$ cat config.mk
export PLATFORM = sky130hd
export DESIGN_NAME = sr_flop_bank
export DESIGN_NICKNAME = d
export VERILOG_FILES = /design/src/rtl/sr_flop_bank.sv
export SDC_FILE = /design/constraint.sdc
export NUM_CORES = 1
export LEC_CHECK = 0
export BUFFER_PORTS_ARGS = -buffer_cell sky130_fd_sc_hd__buf_2
export CORE_UTILIZATION = 52
export DETAILED_ROUTE_END_ITERATION = 7
export PLACE_DENSITY = 0.85
export SLEW_MARGIN = 0
export SYNTH_ARGS = -nofsm -noshare
export SYNTH_HDL_FRONTEND = slang
export SYNTH_SLANG_ARGS = --single-unit
$ cat constraint.sdc
create_clock -name clk -period 2.6 [get_ports clk]
set_input_delay 0.52 -clock clk [delete_from_list [all_inputs] [get_ports clk]]
set_output_delay 0.52 -clock clk [all_outputs]
set_load 0.01 [all_outputs]
$ cat src/rtl/sr_flop_bank.sv
// Bank of WIDTH independent SR flops with a selectable s=r=1 resolution,
// per-channel conflict flags, a sticky error flag and a saturating conflict counter.
module sr_flop_bank #(
  parameter int unsigned WIDTH         = 8,
  parameter int unsigned CONFLICT_MODE = 0,
  parameter int unsigned CNT_W         = 8
) (
  input  logic             clk,
  input  logic             reset,
  input  logic             enable,
  input  logic [WIDTH-1:0] s,
  input  logic [WIDTH-1:0] r,
  input  logic             clear_err,
  output logic [WIDTH-1:0] q,
  output logic [WIDTH-1:0] qb,
  output logic [WIDTH-1:0] conflict,
  output logic             err,
  output logic [CNT_W-1:0] err_count
);

  localparam logic [CNT_W-1:0] CNT_MAX = '1;

  logic [WIDTH-1:0] both_c;
  logic [WIDTH-1:0] plain_c;
  logic [WIDTH-1:0] conf_val_c;
  logic [WIDTH-1:0] q_next_c;
  logic             any_conf_c;
  logic [CNT_W-1:0] cnt_inc_c;

  assign both_c     = s & r;
  assign any_conf_c = enable & (|both_c);
  assign cnt_inc_c  = (err_count == CNT_MAX) ? CNT_MAX : err_count + CNT_W'(1);

  // Next channel state: plain SR for non-conflicting bits, mode-selected value otherwise
  always_comb begin
    plain_c    = (q | s) & ~r;
    conf_val_c = q;
    case (CONFLICT_MODE)
      0:       conf_val_c = q;
      1:       conf_val_c = '1;
      2:       conf_val_c = '0;
      default: conf_val_c = ~q;
    endcase
    q_next_c = (plain_c & ~both_c) | (conf_val_c & both_c);
  end

  always_ff @(posedge clk) begin
    if (reset) begin
      q        <= '0;
      qb       <= '1;
      conflict <= '0;
    end else if (enable) begin
      q        <= q_next_c;
      qb       <= ~q_next_c;
      conflict <= both_c;
    end else begin
      conflict <= '0;
    end
  end

  // A conflict in the same cycle as clear_err restarts the count at one
  always_ff @(posedge clk) begin
    if (reset) begin
      err       <= 1'b0;
      err_count <= '0;
    end else if (any_conf_c) begin
      err       <= 1'b1;
      err_count <= clear_err ? CNT_W'(1) : cnt_inc_c;
    end else if (clear_err) begin
      err       <= 1'b0;
      err_count <= '0;
    end
  end

endmodule

* Yosys cells after proc, flatten, opt, wreduce, memory -nomap -nowiden *
Cells that the tools add are included.
Widths: inputs -> output; s select.

storage, ports and cells
  output and inout bits = 33
  flip-flop bits (word level) = 33
  logic and storage cells = 27
  bits of input ports = 20

operators by class
  reductions and logical operators = 3
  equal/unequal tests = 1
  bitwise operators = 11
  muxes and demuxes = 6
  add/subtract/negate cells = 1

operators with widths
  kind                 number
  $and 8x8->8          4
  $mux 8               4
  $not 8->8            3
  $or 8x8->8           2
  $add 8x1->8 const B  1
  $eq 8x8->1 const B   1
  $reduce_or 8->1      1
  $mux 1               2
  $reduce_bool 2->1    1
  $reduce_or 2->1      1
  $and 1x1->1          1
  $not 1->1            1

* Depth between registers and ports, before layout *
  depth in word-level cells = 5
  depth in mapped cells = 6
  mapped depth without buffers = 5

* Worst setup path before layout *
No wires, ideal clock.

  kind = input to register
  start = input port enable
  end = register err_count[7]
  path buffers = 1
  data required time = 2.470 ns
  stages = 5
  setup slack = 1.105 ns
  library setup time = 0.130 ns
  arrival = 1.365 ns
  path through = buf_4 > inv_1 > a41o_4 > nor4_1 > a211oi_1

on the way
  cells in the longest elaborated chain, start to end = 2
  elaborated cells between the ends (all ways) = 3
  classes of those cells = mux (1); bitwise (1); reduce/logical (1)

ends and longest elaborated chain
  what                                                line  RTL
  start, declared                                     10    input logic enable,
  $and 1x1->1 *                                       31    assign any_conf_c = enable & (|both_c);
  $mux 8 / $reduce_bool 2->1 (equally long branches)  --
  end signal, assigned                                68    err_count <= clear_err ? CNT_W'(1) : cnt_inc_c;
  end, declared                                       18    output logic [CNT_W-1:0] err_count

Mark *: on every way between the ends. The rest lies on a longest branch, timed or not.
A chain may end at the register's enable or synchronous reset.

* Worst setup path in the final report *
  start = register err_count[0]
  end = register err_count[2]

on the way
  cells in the longest elaborated chain, start to end = 4
  elaborated cells between the ends (all ways) = 5
  classes of those cells = add/sub (1); eq/ne (1); mux (3)

ends and longest elaborated chain
  what                                              line  RTL
  $add 8x1->8 / $eq 8x8->1 (equally long branches)  32    assign cnt_inc_c = (err_count == CNT_MAX) ? CNT_MAX : err_count + CNT_W'(1);
  $mux 8 *                                          32
  $mux 8 *                                          68
  $mux 8 *                                          66    end else if (any_conf_c) begin

Marks and branches as above.

==> results by group <==
Status
  – Status: finished, final reports clean

Timing
  – Final Setup Violations: 0
  – Fin Hold WS: 0.441 ns
  – Max Slew Vio Count: 0
  – Final hold vios: 0
  – Post-Route Skew: 0.00453 ns
  – Setup repair after global routing missed its margin: false
  – Tmin final: 1.54 ns
  – Max transition margin: 73.2%
  – Slew @ Worst Pin: 0.402 ns
  – Max frequency: 649 MHz
  – Setup TNS: 0 ns
  – Fin crit share: 59.3%
  – Setup ws final: 1.06 ns

Yosys
  – Number of enable flip-flop cells after synthesis: 0
  – Post-synthesis cell count: 184
  – Adder-cell share of the synthesized area: 0.861%
  – Top cell type's share of synthesized area: 45.5%
  – Simple-gate share of the synthesized area: 24.3%
  – Top cells by area, synth: dfxtp_1, o21ai_0, nand2_1, a21oi_1, nor2_1
  – Most used DFF post-synth: dfxtp_1
  – Syn Nets: 205
  – Main combinational cell family by area after synthesis: compound AO/OA/AOI/OAI gates
  – Sequential area share after synthesis: 45.5%
  – Post-Synth XOR/XNOR Area: 0%
  – Synth Area in Compound Gates: 26.4%
  – Mux share of post-synthesis cell area: 0%
  – Leading area contributor after synthesis: dfxtp_1
  – FFs w/ async S/R, synth: 0%
  – Yosys Warn Count: 0
  – Netlist cell types: 30
  – #FFs+latches synth: 33
  – Mean Syn Cell Area: 7.89 um2
  – Cell Area, Synth: 0.00145 mm2

Layout
  – Share of cells above drive strength 1: 28.8%
  – Final net count: 257
  – Commonest non-fill, non-tap cells in the layout: buf_2, dfxtp_1, nand2_1
  – Ant diodes: 0
  – Area grow syn2layout: 22.4%
  – Leading cell type in the layout, fill and taps excluded: buf_2

Detailed routing
  – DRT Wirelength: 3.18 mm
  – # DRC: 0
  – Via/cell ratio: 5.33
  – Final ANT Viol Nets: 0
  – Vias post-DR: 1417
  – Initial DRT Pass Iterations: 4
  – DRT iter0 DRCs: 17
  – WL per Instance: 11.9 um

Setup path
  – Critical path's top delay family: simple AND/OR/NAND/NOR gates
  – Worst-path cell chain: ha_1 -> and2_1 -> nand4_1 -> nor2b_4 -> a311oi_1
  – Setup CP Type: reg2reg
  – Critical path arrival: 1.79 ns
  – WP data required: 2.85 ns
  – Critical Path Fanout Max: 5
  – CP Launch Type: flop
  – CP peak stage delay: 0.39 ns
  – Critical Path Sink Type: flop
  – CP startpoint: err_count[0]
  – Reg2Reg Launch Point: err_count[0]
  – Slowest CP cell: dfxtp_1
  – CP Buf/Inv Count: 0

Clocking
  – Clock transition at the registers of the reported paths: 0.09 ns
  – Post-CTS setup buffers: 0
  – Worst-case clock buffer depth: 2
  – Htree depth: 2
  – Clk_lat worst skew: 0.33 ns
  – Inserted Clock Buffers: 5
  – Hold Buf Count CTS: 0
  – Post-CTS sizing: 0
  – Clock tree sinks: 33
  – CTS tree: built
  – Root Driver: clkbuf_4

Worst hold path
  – Hold Crit Class: in2reg
  – Hold wc startpoint: r[7]

Pwr
  – Total Power: 0.000979 W
  – Pleak: 0.777 nW
  – Maximum vdd drop: 0.449 mV
  – PwrDens: 551 mW/mm2

Floorplan
  – Rows: 18
  – Initial Utilization: 56.6%
  – Die area: 0.00301 mm2
  – Die height: 54.9 um
  – Core Footprint: 0.00257 mm2
  – Chip Width: 54.9 um
  – Ports: 53

Placement
  – DP HPWL: 2.28 mm
  – Gpl congestion: 0.764
  – Buffers added on ports: 52
  – Pre-CTS WS: 0.875 ns

Global route
  – GR Util All Layers: 24.3%
  – First-pass GRT wire length: 5.06 mm
  – Vias in the first global route: 1168
  – Grt total ovfl: 0
  – Initial antenna violation count: 0
  – Largest net degree at the start of global routing: 26

Run
  – Count of max-cap constraint violations: 0
path summary, 6_finish.rpt:
check / to / cells after the start / slack [ns]
setup / recovery: err_count[2] / 5 / 1.06
hold / removal: conflict[7] / 3 / 0.44
setup reg to reg: err_count[2] / 5 / 1.06
hold reg to reg: qb[5] / 2 / 0.47
per-stage QoR:
stage	cell area, um2	util, %	instances
finish	1780	69.2	266
global route	1780	69.2	266
CTS	1780	69.2	266
detailed placement	1720	67.1	259
global placement	1720	67.1	259
floorplan	1450	-	184
cell families after synthesis:
| family | Yosys count |
|---|---|
| buffers and inverters | 10 |
| adder cells (fa/ha/maj) | 1 |
| AND/OR/NAND/NOR | 78 |
| flip-flops | 33 |
| AO/OA/AOI/OAI | 62 |
synth_stat cells (2+ instances only):
cell type	n
clkbuf_1	6
inv_1	2
a21oi_1	22
nand3_1	2
or2_2	2
and2_1	2
dfxtp_1	33
nor2_1	27
nand2_1	32
a22oi_2	4
a211oi_1	4
a311oi_1	2
nor3_1	2
nand4_1	2
nand2b_1	2
o21ai_0	24
a31oi_1	3
final cells by class:
| type | instances | area [um2] |
|---|---|---|
| repair buffers | 53 | 268 |
| flip-flops and latches | 33 | 661 |
| clock buffers | 7 | 55.1 |
| fillers | 227 | 790 |
| inverters | 2 | 7.51 |
| multi-input cells | 141 | 749 |
| well taps | 30 | 37.5 |
routing by layer:
metal / track usage, % / vias to the layer above / share of wire, %
met2: 39.6 / 43 / 46
met1: 29.1 / 616 / 47
met5: 0 / - / 0
met3: 8.33 / 6 / 6.1
li1: - / 752 / -
met4: 8.97 / 0 / 1.5
where the power goes:
part	switching (W)	leakage, nW	internal, W	total, W
Sequential	0.0000169	0.270	0.000529	0.000546
Combinational	0.0000871	0.475	0.0000592	0.000146
Clock	0.000160	0.0314	0.000128	0.000287
sequential cells by signal (all words and copies together) (netlist names):
register   flops
q              8
qb             8
err            1
conflict       8
err_count      8
tightest hold or removal path: cells and delay by family:
kind	cells	cell delay [ns]
buffers and inverters	1	0.12
AND/OR/NAND/NOR	2	0.10
(Power assumes the default switching activity.)
